`src/rtl/uart_tx_arbiter.sv`:
```
`default_nettype none
//==============================================================================
// Module   : uart_tx_arbiter
// Desc     : Shares one UART transmit byte stream between NUM_REQ requesters.
//            Every requester owns a private byte FIFO. A round-robin line-lock
//            arbiter forwards one requester's bytes at a time to a single
//            valid/ready byte sink. The lock is released after the LF (8'h0A)
//            byte is accepted, or after TIMEOUT_CYC cycles with an empty
//            granted FIFO, so console lines from different masters never
//            interleave.
// Ports    : clk_i        - clock, rising edge
//            rst_i        - synchronous active-high reset
//            req_valid_i  - per-requester byte valid
//            req_data_i   - per-requester byte, requester n at [8n+7:8n]
//            req_ready_o  - per-requester FIFO can accept a byte
//            tx_valid_o   - output byte valid
//            tx_data_o    - output byte
//            tx_ready_i   - downstream accepts the byte
//            grant_o      - index of the locked requester (held while idle)
//            busy_o       - arbiter holds a line lock
// Macro    : UART_ARB_TAG_EN - when defined, every lock starts with the two
//            prefix bytes "<'0'+grant>" and ':' before any FIFO data.
// Revision : 1.0 - initial release
//==============================================================================
module uart_tx_arbiter #(
    parameter int NUM_REQ     = 4,
    parameter int FIFO_DEPTH  = 8,
    parameter int TIMEOUT_CYC = 1024
) (
    input  logic                                           clk_i,
    input  logic                                           rst_i,
    input  logic [NUM_REQ-1:0]                             req_valid_i,
    input  logic [8*NUM_REQ-1:0]                           req_data_i,
    output logic [NUM_REQ-1:0]                             req_ready_o,
    output logic                                           tx_valid_o,
    output logic [7:0]                                     tx_data_o,
    input  logic                                           tx_ready_i,
    output logic [((NUM_REQ > 1) ? $clog2(NUM_REQ) : 1)-1:0] grant_o,
    output logic                                           busy_o
);

    localparam int c_GW = (NUM_REQ > 1) ? $clog2(NUM_REQ) : 1;
    localparam int c_PW = (FIFO_DEPTH > 1) ? $clog2(FIFO_DEPTH) : 1;
    localparam int c_CW = c_PW + 1;
    localparam int c_TW = $clog2(TIMEOUT_CYC + 1);

    localparam logic [7:0] c_LF      = 8'h0A;
    localparam logic [7:0] c_TAG_BASE = 8'h30;
    localparam logic [7:0] c_TAG_SEP  = 8'h3A;

`ifdef UART_ARB_TAG_EN
    localparam int c_SW = 2;
`else
    localparam int c_SW = 1;
`endif

    localparam logic [c_SW-1:0] c_ST_IDLE    = c_SW'(0);
    localparam logic [c_SW-1:0] c_ST_LOCK    = c_SW'(1);
`ifdef UART_ARB_TAG_EN
    localparam logic [c_SW-1:0] c_ST_TAG_ID  = c_SW'(2);
    localparam logic [c_SW-1:0] c_ST_TAG_SEP = c_SW'(3);
`endif

    // -------------------------------------------------------------------------
    // Declarations
    // -------------------------------------------------------------------------
    logic [c_SW-1:0]   r_state;
    logic [c_SW-1:0]   w_state_nxt;
    logic [c_GW-1:0]   r_grant;
    logic [c_GW-1:0]   r_last_grant;
    logic [c_TW-1:0]   r_idle_cnt;

    logic [NUM_REQ-1:0] w_full;
    logic [NUM_REQ-1:0] w_empty;
    logic [NUM_REQ-1:0] w_push;
    logic [NUM_REQ-1:0] w_pop;
    logic [NUM_REQ-1:0] w_req_avail;
    logic [7:0]         w_head [NUM_REQ];

    logic               w_gnt_empty;
    logic [7:0]         w_gnt_head;
    logic               w_arb_found;
    logic [c_GW-1:0]    w_arb_idx;
    int                 w_cand;

    logic               w_tx_valid;
    logic [7:0]         w_tx_data;
    logic               w_pop_any;
    logic               w_enter_lock;

    // -------------------------------------------------------------------------
    // Per-requester FIFOs
    // -------------------------------------------------------------------------
    generate
        for (genvar n = 0; n < NUM_REQ; n++) begin : g_fifo
            logic [7:0]      r_mem [FIFO_DEPTH];
            logic [c_PW-1:0] r_wr_ptr;
            logic [c_PW-1:0] r_rd_ptr;
            logic [c_CW-1:0] r_count;

            assign w_full[n]      = (r_count == c_CW'(FIFO_DEPTH));
            assign w_empty[n]     = (r_count == '0);
            assign w_head[n]      = r_mem[r_rd_ptr];
            // Ready depends on fullness only, so a pop in the same cycle never
            // opens room for a push into a full FIFO.
            assign req_ready_o[n] = !w_full[n] && !rst_i;
            assign w_push[n]      = req_valid_i[n] && req_ready_o[n];
            assign w_pop[n]       = w_pop_any && (r_grant == c_GW'(n));

            always_ff @(posedge clk_i) begin
                if (w_push[n]) begin
                    r_mem[r_wr_ptr] <= req_data_i[8*n +: 8];
                end
            end

            always_ff @(posedge clk_i) begin
                if (rst_i) begin
                    r_wr_ptr <= '0;
                    r_rd_ptr <= '0;
                    r_count  <= '0;
                end else begin
                    if (w_push[n]) begin
                        r_wr_ptr <= r_wr_ptr + c_PW'(1);
                    end
                    if (w_pop[n]) begin
                        r_rd_ptr <= r_rd_ptr + c_PW'(1);
                    end
                    case ({w_push[n], w_pop[n]})
                        2'b10:   r_count <= r_count + c_CW'(1);
                        2'b01:   r_count <= r_count - c_CW'(1);
                        default: r_count <= r_count;
                    endcase
                end
            end
        end
    endgenerate

    // -------------------------------------------------------------------------
    // Granted FIFO view
    // -------------------------------------------------------------------------
    always_comb begin
        w_gnt_empty = 1'b1;
        w_gnt_head  = '0;
        for (int i = 0; i < NUM_REQ; i++) begin
            if (r_grant == c_GW'(i)) begin
                w_gnt_empty = w_empty[i];
                w_gnt_head  = w_head[i];
            end
        end
    end

    // -------------------------------------------------------------------------
    // Round-robin pick: first requester strictly after r_last_grant that holds
    // data or is pushing this cycle. Counting the incoming push lets a byte
    // written into an idle block be presented on the very next cycle.
    // -------------------------------------------------------------------------
    assign w_req_avail = ~w_empty | w_push;

    always_comb begin
        w_arb_found = 1'b0;
        w_arb_idx   = r_last_grant;
        w_cand      = 0;
        for (int k = 1; k <= NUM_REQ; k++) begin
            w_cand = int'(r_last_grant) + k;
            if (w_cand >= NUM_REQ) begin
                w_cand = w_cand - NUM_REQ;
            end
            for (int j = 0; j < NUM_REQ; j++) begin
                if (!w_arb_found && (j == w_cand) && w_req_avail[j]) begin
                    w_arb_found = 1'b1;
                    w_arb_idx   = c_GW'(j);
                end
            end
        end
    end

    // -------------------------------------------------------------------------
    // Line-lock state machine
    // -------------------------------------------------------------------------
    always_ff @(posedge clk_i) begin
        if (rst_i) begin
            r_state <= c_ST_IDLE;
        end else begin
            r_state <= w_state_nxt;
        end
    end

    always_comb begin
        w_state_nxt = r_state;
        w_tx_valid  = 1'b0;
        w_tx_data   = '0;
        w_pop_any   = 1'b0;

        case (r_state)
            c_ST_IDLE: begin
                if (w_arb_found) begin
`ifdef UART_ARB_TAG_EN
                    w_state_nxt = c_ST_TAG_ID;
`else
                    w_state_nxt = c_ST_LOCK;
`endif
                end
            end

`ifdef UART_ARB_TAG_EN
            c_ST_TAG_ID: begin
                w_tx_valid = 1'b1;
                w_tx_data  = c_TAG_BASE + 8'(r_grant);
                if (tx_ready_i) begin
                    w_state_nxt = c_ST_TAG_SEP;
                end
            end

            c_ST_TAG_SEP: begin
                w_tx_valid = 1'b1;
                w_tx_data  = c_TAG_SEP;
                if (tx_ready_i) begin
                    w_state_nxt = c_ST_LOCK;
                end
            end
`endif

            c_ST_LOCK: begin
                w_tx_valid = !w_gnt_empty;
                w_tx_data  = w_gnt_head;
                w_pop_any  = !w_gnt_empty && tx_ready_i && !rst_i;
                if (w_pop_any && (w_gnt_head == c_LF)) begin
                    w_state_nxt = c_ST_IDLE;
                end else if (w_gnt_empty && (r_idle_cnt == c_TW'(TIMEOUT_CYC - 1))) begin
                    // Only reachable with nothing on offer, so no valid byte
                    // is ever withdrawn.
                    w_state_nxt = c_ST_IDLE;
                end
            end

            default: begin
                w_state_nxt = c_ST_IDLE;
            end
        endcase
    end

    assign w_enter_lock = (w_state_nxt == c_ST_LOCK) && (r_state != c_ST_LOCK);

    // -------------------------------------------------------------------------
    // Grant bookkeeping and idle counter
    // -------------------------------------------------------------------------
    always_ff @(posedge clk_i) begin
        if (rst_i) begin
            r_grant      <= '0;
            r_last_grant <= c_GW'(NUM_REQ - 1);
            r_idle_cnt   <= '0;
        end else begin
            if ((r_state == c_ST_IDLE) && w_arb_found) begin
                r_grant      <= w_arb_idx;
                r_last_grant <= w_arb_idx;
            end
            if (w_enter_lock || w_pop_any) begin
                r_idle_cnt <= '0;
            end else if ((r_state == c_ST_LOCK) && w_gnt_empty) begin
                r_idle_cnt <= r_idle_cnt + c_TW'(1);
            end
        end
    end

    // -------------------------------------------------------------------------
    // Outputs; reset forces the documented quiet values immediately.
    // -------------------------------------------------------------------------
    assign tx_valid_o = w_tx_valid && !rst_i;
    assign tx_data_o  = rst_i ? 8'h00 : w_tx_data;
    assign grant_o    = rst_i ? '0 : r_grant;
    assign busy_o     = (r_state != c_ST_IDLE) && !rst_i;

endmodule
`default_nettype wire
```
`config.mk`:
```
export PLATFORM = sky130hd
export DESIGN_NAME = uart_tx_arbiter
export DESIGN_NICKNAME = d
export VERILOG_FILES = /design/src/rtl/uart_tx_arbiter.sv
export SDC_FILE = /design/constraint.sdc
export NUM_CORES = 1
export LEC_CHECK = 0
export CELL_PAD_IN_SITES_DETAIL_PLACEMENT = 0
export CELL_PAD_IN_SITES_GLOBAL_PLACEMENT = 1
export CORE_ASPECT_RATIO = 1.75
export CORE_MARGIN = 5
export CORE_UTILIZATION = 51
export CTS_CLUSTER_DIAMETER = 60
export DETAILED_ROUTE_END_ITERATION = 12
export PLACE_DENSITY = 0.81
export SLEW_MARGIN = 0
export SYNTH_ARGS = -nofsm -noshare
export SYNTH_HDL_FRONTEND = slang
export SYNTH_SLANG_ARGS = --single-unit
```
`constraint.sdc`:
```
create_clock -name clk_i -period 4.7 [get_ports clk_i]
set_clock_uncertainty 0.2 [all_clocks]
set_input_delay 0.94 -clock clk_i [delete_from_list [all_inputs] [get_ports clk_i]]
set_output_delay 0.94 -clock clk_i [all_outputs]
set_load 0.02 [all_outputs]
```
# --- After elaboration in Yosys (flattened, before gate mapping) ---
# Memories as Yosys holds them, arrays and structs flattened. A register that Yosys moved wholly into a read port is not among the register bits.
# Index checks and enable logic that the tools add are counted.
totals:
  reg_bits: 56
  mem_bits_rw: 256
  inputBits: 39
  out_inout_bits: 16
  word_cells: 242
  memories: 4
memory_table:
  columns: ["memory", "depth", "width", "read_ports", "rd_clocked_by_memory_dff", "write_ports", "line", "text"]
  rows:
  - ["g_fifo[0].r_mem", 8, 8, 1, 1, 1, "96", "logic [7:0] r_mem [FIFO_DEPTH];"]
  - ["g_fifo[1].r_mem", 8, 8, 1, 1, 1, "96", null]
  - ["g_fifo[2].r_mem", 8, 8, 1, 1, 1, "96", null]
  - ["g_fifo[3].r_mem", 8, 8, 1, 1, 1, "96", null]
op_classes:
  add_sub_neg: 25
  order_cmp: 4
  n_eq_ne: 29
  mux: 73
  n_bitwise: 3
  n_reduce_logical: 88
ops:
  columns: ["cell", "n"]
  rows:
  - ["$eq A3 B32 Y1 const A", 8]
  - ["$eq A2 B32 Y1 const A", 4]
  - ["$logic_not A32 Y1", 4]
  - ["$mux W32", 4]
  - ["$logic_and A1 B1 Y1", 52]
  - ["$mux W8", 6]
  - ["$mux W2", 17]
  - ["$mux W1", 33]
  - ["$pmux W4 S2", 4]
  - ["$add A3 B1 Y3 const B", 8]
  - ["$mux W3", 8]
  - ["$logic_not A1 Y1", 21]
  - ["$add A4 B1 Y4 const B", 4]
  - ["$eq A4 B4 Y1 const B", 4]
  - ["$logic_not A4 Y1", 4]
  - ["$sub A4 B1 Y4 const B", 4]
  - ["$eq A2 B2 Y1 const B", 6]
  - ["$sub A3 B3 Y4 const B", 3]
  - ["$add A11 B1 Y11 const B", 1]
  - ["$eq A11 B10 Y1 const B", 1]
  - ["$eq A2 B1 Y1 const B", 5]
  - ["$ge A3 B3 Y1 const B", 3]
  - ["$eq A8 B4 Y1 const B", 1]
  - ["$reduce_bool A2 Y1", 4]
  - ["other kinds (12)", 13]

# --- Depth between registers and ports, before layout ---
logic_depth:
  word_depth: 72
  ltp_mapped: 13
  depth_no_buf: 12

# --- Worst setup path before layout ---
# OpenSTA, ideal clock, no wires.
synth_timing:
  path_kind: "in2reg"
  start: "input rst_i"
  end: "register g_fifo[3].r_count[3]"
  setup_ns: 0.070
  t_arrival_ns: 3.490
  required_ns: 4.430
  path_slack_ns: 0.940
  cell_stages: 13
  path_buffers: 1
  cell_sequence: "inv_1 clkbuf_1 nand2_1 inv_1 nand2_1 nor3_1 ha_1 ha_1 a21o_2 a21oi_1 xnor2_1 or3_1 a21oi_1"
synth_between:
  elab_chain_len: 6
  elab_cells_between_ends: 10
  classes_between: "eq/ne (2); mux (2); reduce/logical (6)"
synth_lines:
  columns: ["item", "line", "text"]
  rows:
  - ["start: declaration", "31", "input logic rst_i,"]
  - ["$logic_not A1 Y1 (*)", "226", "w_pop_any = !w_gnt_empty && tx_ready_i && !rst_i;"]
  - ["$logic_and A1 B1 Y1 (*)", "226", null]
  - ["$mux W1 (*)", "194", "case (r_state)"]
  - ["$logic_and A1 B1 Y1 (*)", "108", "assign w_pop[n] = w_pop_any && (r_grant == c_GW'(n));"]
  - ["via w_pop[3]", "76", "logic [NUM_REQ-1:0] w_pop;"]
  - ["$eq A2 B1 Y1 or $eq A2 B2 Y1 (tied branches)", "128", "case ({w_push[n], w_pop[n]})"]
  - ["$pmux W4 S2 or $reduce_bool A2 Y1 (tied branches)", null, null]
  - ["end signal: assignment", "129", "2'b10: r_count <= r_count + c_CW'(1);"]
  - ["end signal: assignment", "130", "2'b01: r_count <= r_count - c_CW'(1);"]
  - ["end signal: assignment", "131", "default: r_count <= r_count;"]
  - ["end: declaration", "99", "logic [c_CW-1:0] r_count;"]
# The timed path passes the listed nets; every way through them passes the cells marked *.
# A chain may end at the register's enable or synchronous reset.

# --- Worst setup path after layout ---
layout_timing:
  start: "register r_grant[0]"
  end: "output tx_data_o[2]"
layout_between:
  elab_chain_len: 7
  elab_cells_between_ends: 10
  classes_between: "eq/ne (3); mux (6); reduce/logical (1)"
layout_lines:
  columns: ["item", "line", "text"]
  rows:
  - ["start: declaration", "69", "logic [c_GW-1:0] r_grant;"]
  - ["start signal: assignment", "254", "r_grant <= w_arb_idx;"]
  - ["$logic_not A2 Y1", "145", "if (r_grant == c_GW'(i)) begin"]
  - ["$mux W8 (3 in series)", "145", null]
  - ["$mux W8 (*)", "145", null]
  - ["$mux W8 (*)", "194", null]
  - ["$mux W8 (*)", "269", "assign tx_data_o = rst_i ? 8'h00 : w_tx_data;"]
  - ["end: declaration", "36", "output logic [7:0] tx_data_o,"]
# Mark *: on every way between the ends. The rest lies on a longest branch, timed or not.

==> out/metrics.csv <==
metric,value,unit
status,finished clean,
slowest_stage,clkdlybuf4s50_1,
grt_overflow,0,
cts_buffers,27,
tritoncts,done,
die_h,223,µm
pin_count,55,
die_w,132,µm
layout-drive-gt1-share,13.0,%
final-hold-violation-count,0,
crit_type,flop to primary output,
syn_avg_cell_area,15.3,µm²
die_area,29400,µm²
drt-total-wl,27200,µm
syn_to_final_growth,13.8,%
yosys.area.top_type_share,58.0,%
gr-usage-met1,21.3,%
pre_cts_ws,630,ps
worstPathRequired,3560,ps
syn_inst,866,
critical_path.cell_chain,"nand2b_1, a221oi_1, o21ai_0, a32oi_1, and2_1, clkdlybuf4s50_1",
syn-cell-area,13200,µm²
critPathMaxStageDelay,630,ps
syn_nets,930,
cpLargestDelayFamily,compound AO/OA/AOI/OAI gates,
synth.largest_area_cell,edfxtp_1,
crit_path_end_kind,primary output,
ctsRootBufferMaster,clkbuf_16,
slew_headroom,36.5,%
ys_ff_latch,324,
fin_setup_tns,0,ps
cp_max_fo,12,
cts-hold-fix-buffers,0,
postLayoutCoreUtil,58.5,%
critPathBufInv,1,
seq_area_frac_synth,68.3,%
std_cell_rows,78,
setup_violations,0,
clk_path_buf_depth,3,
finalCriticalPeriod,4520,ps
grt_max_degree,34,
grt_pass1_wl,42400,µm
synth-warning-count,0,
layout.nets,1002,
drt_iter0_drc,546,
grt_setup_unrepaired,false,
yosysMostFrequentCell,edfxtp_1,
ys_top_cells_by_area,"edfxtp_1, dfxtp_1, mux4_2",
comb_power_share,7.3,%
via_count,7312,
p_clk_share,38.1,%
p_seq_share,54.7,%
detail-route-antenna-nets,0,
grt.met2_usage,35.9,%
leakage,4.83,nW
grt_pass1_vias,7547,
clock_latency,540,ps
place_area,14200,µm²
critical_path_arrival,3380,ps
drt-wirelength-per-cell,21.2,µm
drv_cap,0,
worstMarginPinSlew,950,ps
max_freq,0.221,GHz
numPlacedInstances,1229,
gr-max-usage-layer,met2,
track_usage,18.6,%
n_antenna_cell,0,
timing.final.max_slew_violations,0,
grt_util_met3,2.48,%
post_cts_buffers,0,
hpwl,19800,µm
globalplace.congestion,0.804,
async_reset_ff_share,0,%
portBuffers,54,
ys.flop_type,edfxtp_1,
synth_edf_count,256,
firstDrtPassIters,5,
period_share,96.3,%
p_int,4.56,mW
initial_utilization,51.4,%
antenna_found_initial,0,
cp-start-kind,flop,
min_path_type,flop to flop,
worst_slack,175,ps
htree_levels,1,
core_area,25800,µm²
final_area,15100,µm²
drc,0,
power_switching,1.26,mW
p_sw_share,21.6,%
powerDensity,386,nW/µm²
via_per_inst,5.72,
yosys-top-cells-count,"edfxtp_1, nor2_1, dfxtp_1",
clk_pin_slew,70,ps
fillers,2055,
cts_num_sinks,324,
ir_drop,306,µV
layout.cells.non_filler,1278,
yosysUniqueCellTypes,52,
-- cell families after synthesis --
| group | share of synthesized area (%) |
|---|---|
| muxes | 11.7 |
| adders and majority gates | 2.59 |
| AOI/OAI and AO/OA | 5.00 |
| xor gates and xnor gates | 2.25 |
| and+or+nand+nor | 8.41 |
| DFF | 68.3 |
| buffers and inverters | 1.68 |
-- tightest hold or removal path, delay by kind of cell (launching register included) --
kind | cells | cell delay, ps
simple gates | 1 | 60
compound gates | 1 | 50
flops | 1 | 330
-- layout by cell type, fill, tap and decap left out, drive strengths merged, types with 13 or more instances in the layout --
| master | Yosys | layout |
|---|---|---|
| edfxtp | 256 | 256 |
| nor2 | 85 | 85 |
| dfxtp | 68 | 68 |
| clkdlybuf4s50 | 0 | 53 |
| mux4 | 50 | 50 |
| nand2 | 47 | 47 |
| clkbuf | 21 | 37 |
| mux2i | 35 | 35 |
| a21oi | 34 | 34 |
| inv | 26 | 26 |
| o21ai | 23 | 23 |
| nor3 | 21 | 21 |
| xor2 | 21 | 21 |
| ha | 21 | 21 |
| buf | 10 | 21 |
| nand2b | 15 | 15 |
| and2 | 15 | 15 |
| nor2b | 13 | 13 |
| xnor2 | 13 | 13 |
-- sequential cells by signal (all words and copies together) (netlist names), named ones only --
register / count
g_fifo.r_count: 16
g_fifo.r_mem: 256
g_fifo.r_rd_ptr: 12
g_fifo.r_wr_ptr: 12
r_grant: 2
r_idle_cnt: 11
r_last_grant: 2
r_state: 1
-- metrics by stage --
stage          hold WS (ps)  total power [mW]
3_3_place_gp            260              3.66
4_1_cts                 277              5.86
6_report                279              5.82
2_1_floorplan           248              3.47
5_1_grt                 309              6.02
3_5_place_dp            268              3.67
-- path summary, 6_finish.rpt --
path                       from                   end  slack (ps)  cells after the start
setup reg to reg     r_grant[0]  g_fifo[1].r_count[3]        1180                      9
hold / removal    r_idle_cnt[1]         r_idle_cnt[1]         280                      2
hold reg to reg   r_idle_cnt[1]         r_idle_cnt[1]         280                      2
setup / recovery     r_grant[0]          tx_data_o[2]         180                      6
-- area by class of cell --
cell class	count	area, µm²	area share (%)
Clock buffer	37	733	4.86
Timing Repair Buffer	74	686	4.55
Tap cell	320	400	2.66
Sequential cell	324	9050	60.0
Inverter	26	97.6	0.647
Multi-Input combinational cell	485	3970	26.3
Clock inverter	12	134	0.888
-- repair_timing --
item                                    in CTS  in global routing
gates resized for setup                      0                  2
hold endpoints to repair                     0                  0
endpoints found under the setup margin       0                  2
-- power groups by stage --
stage	Combinational [mW]	Clock [mW]	Sequential, mW
detailed placement	0.426	0	3.24
global placement	0.420	0	3.24
finish	0.423	2.21	3.18
floorplan	0.251	0	3.22
CTS	0.428	2.25	3.18
global route	0.459	2.38	3.18
-- layer usage --
layer  share of wire [%]  vias up
met5                   0        -
met4                 2.2        0
met3                 4.5       38
met2                  56      173
met1                  37     3665
li1                    -     3436
No activity file was read; power rests on OpenSTA's default activity.
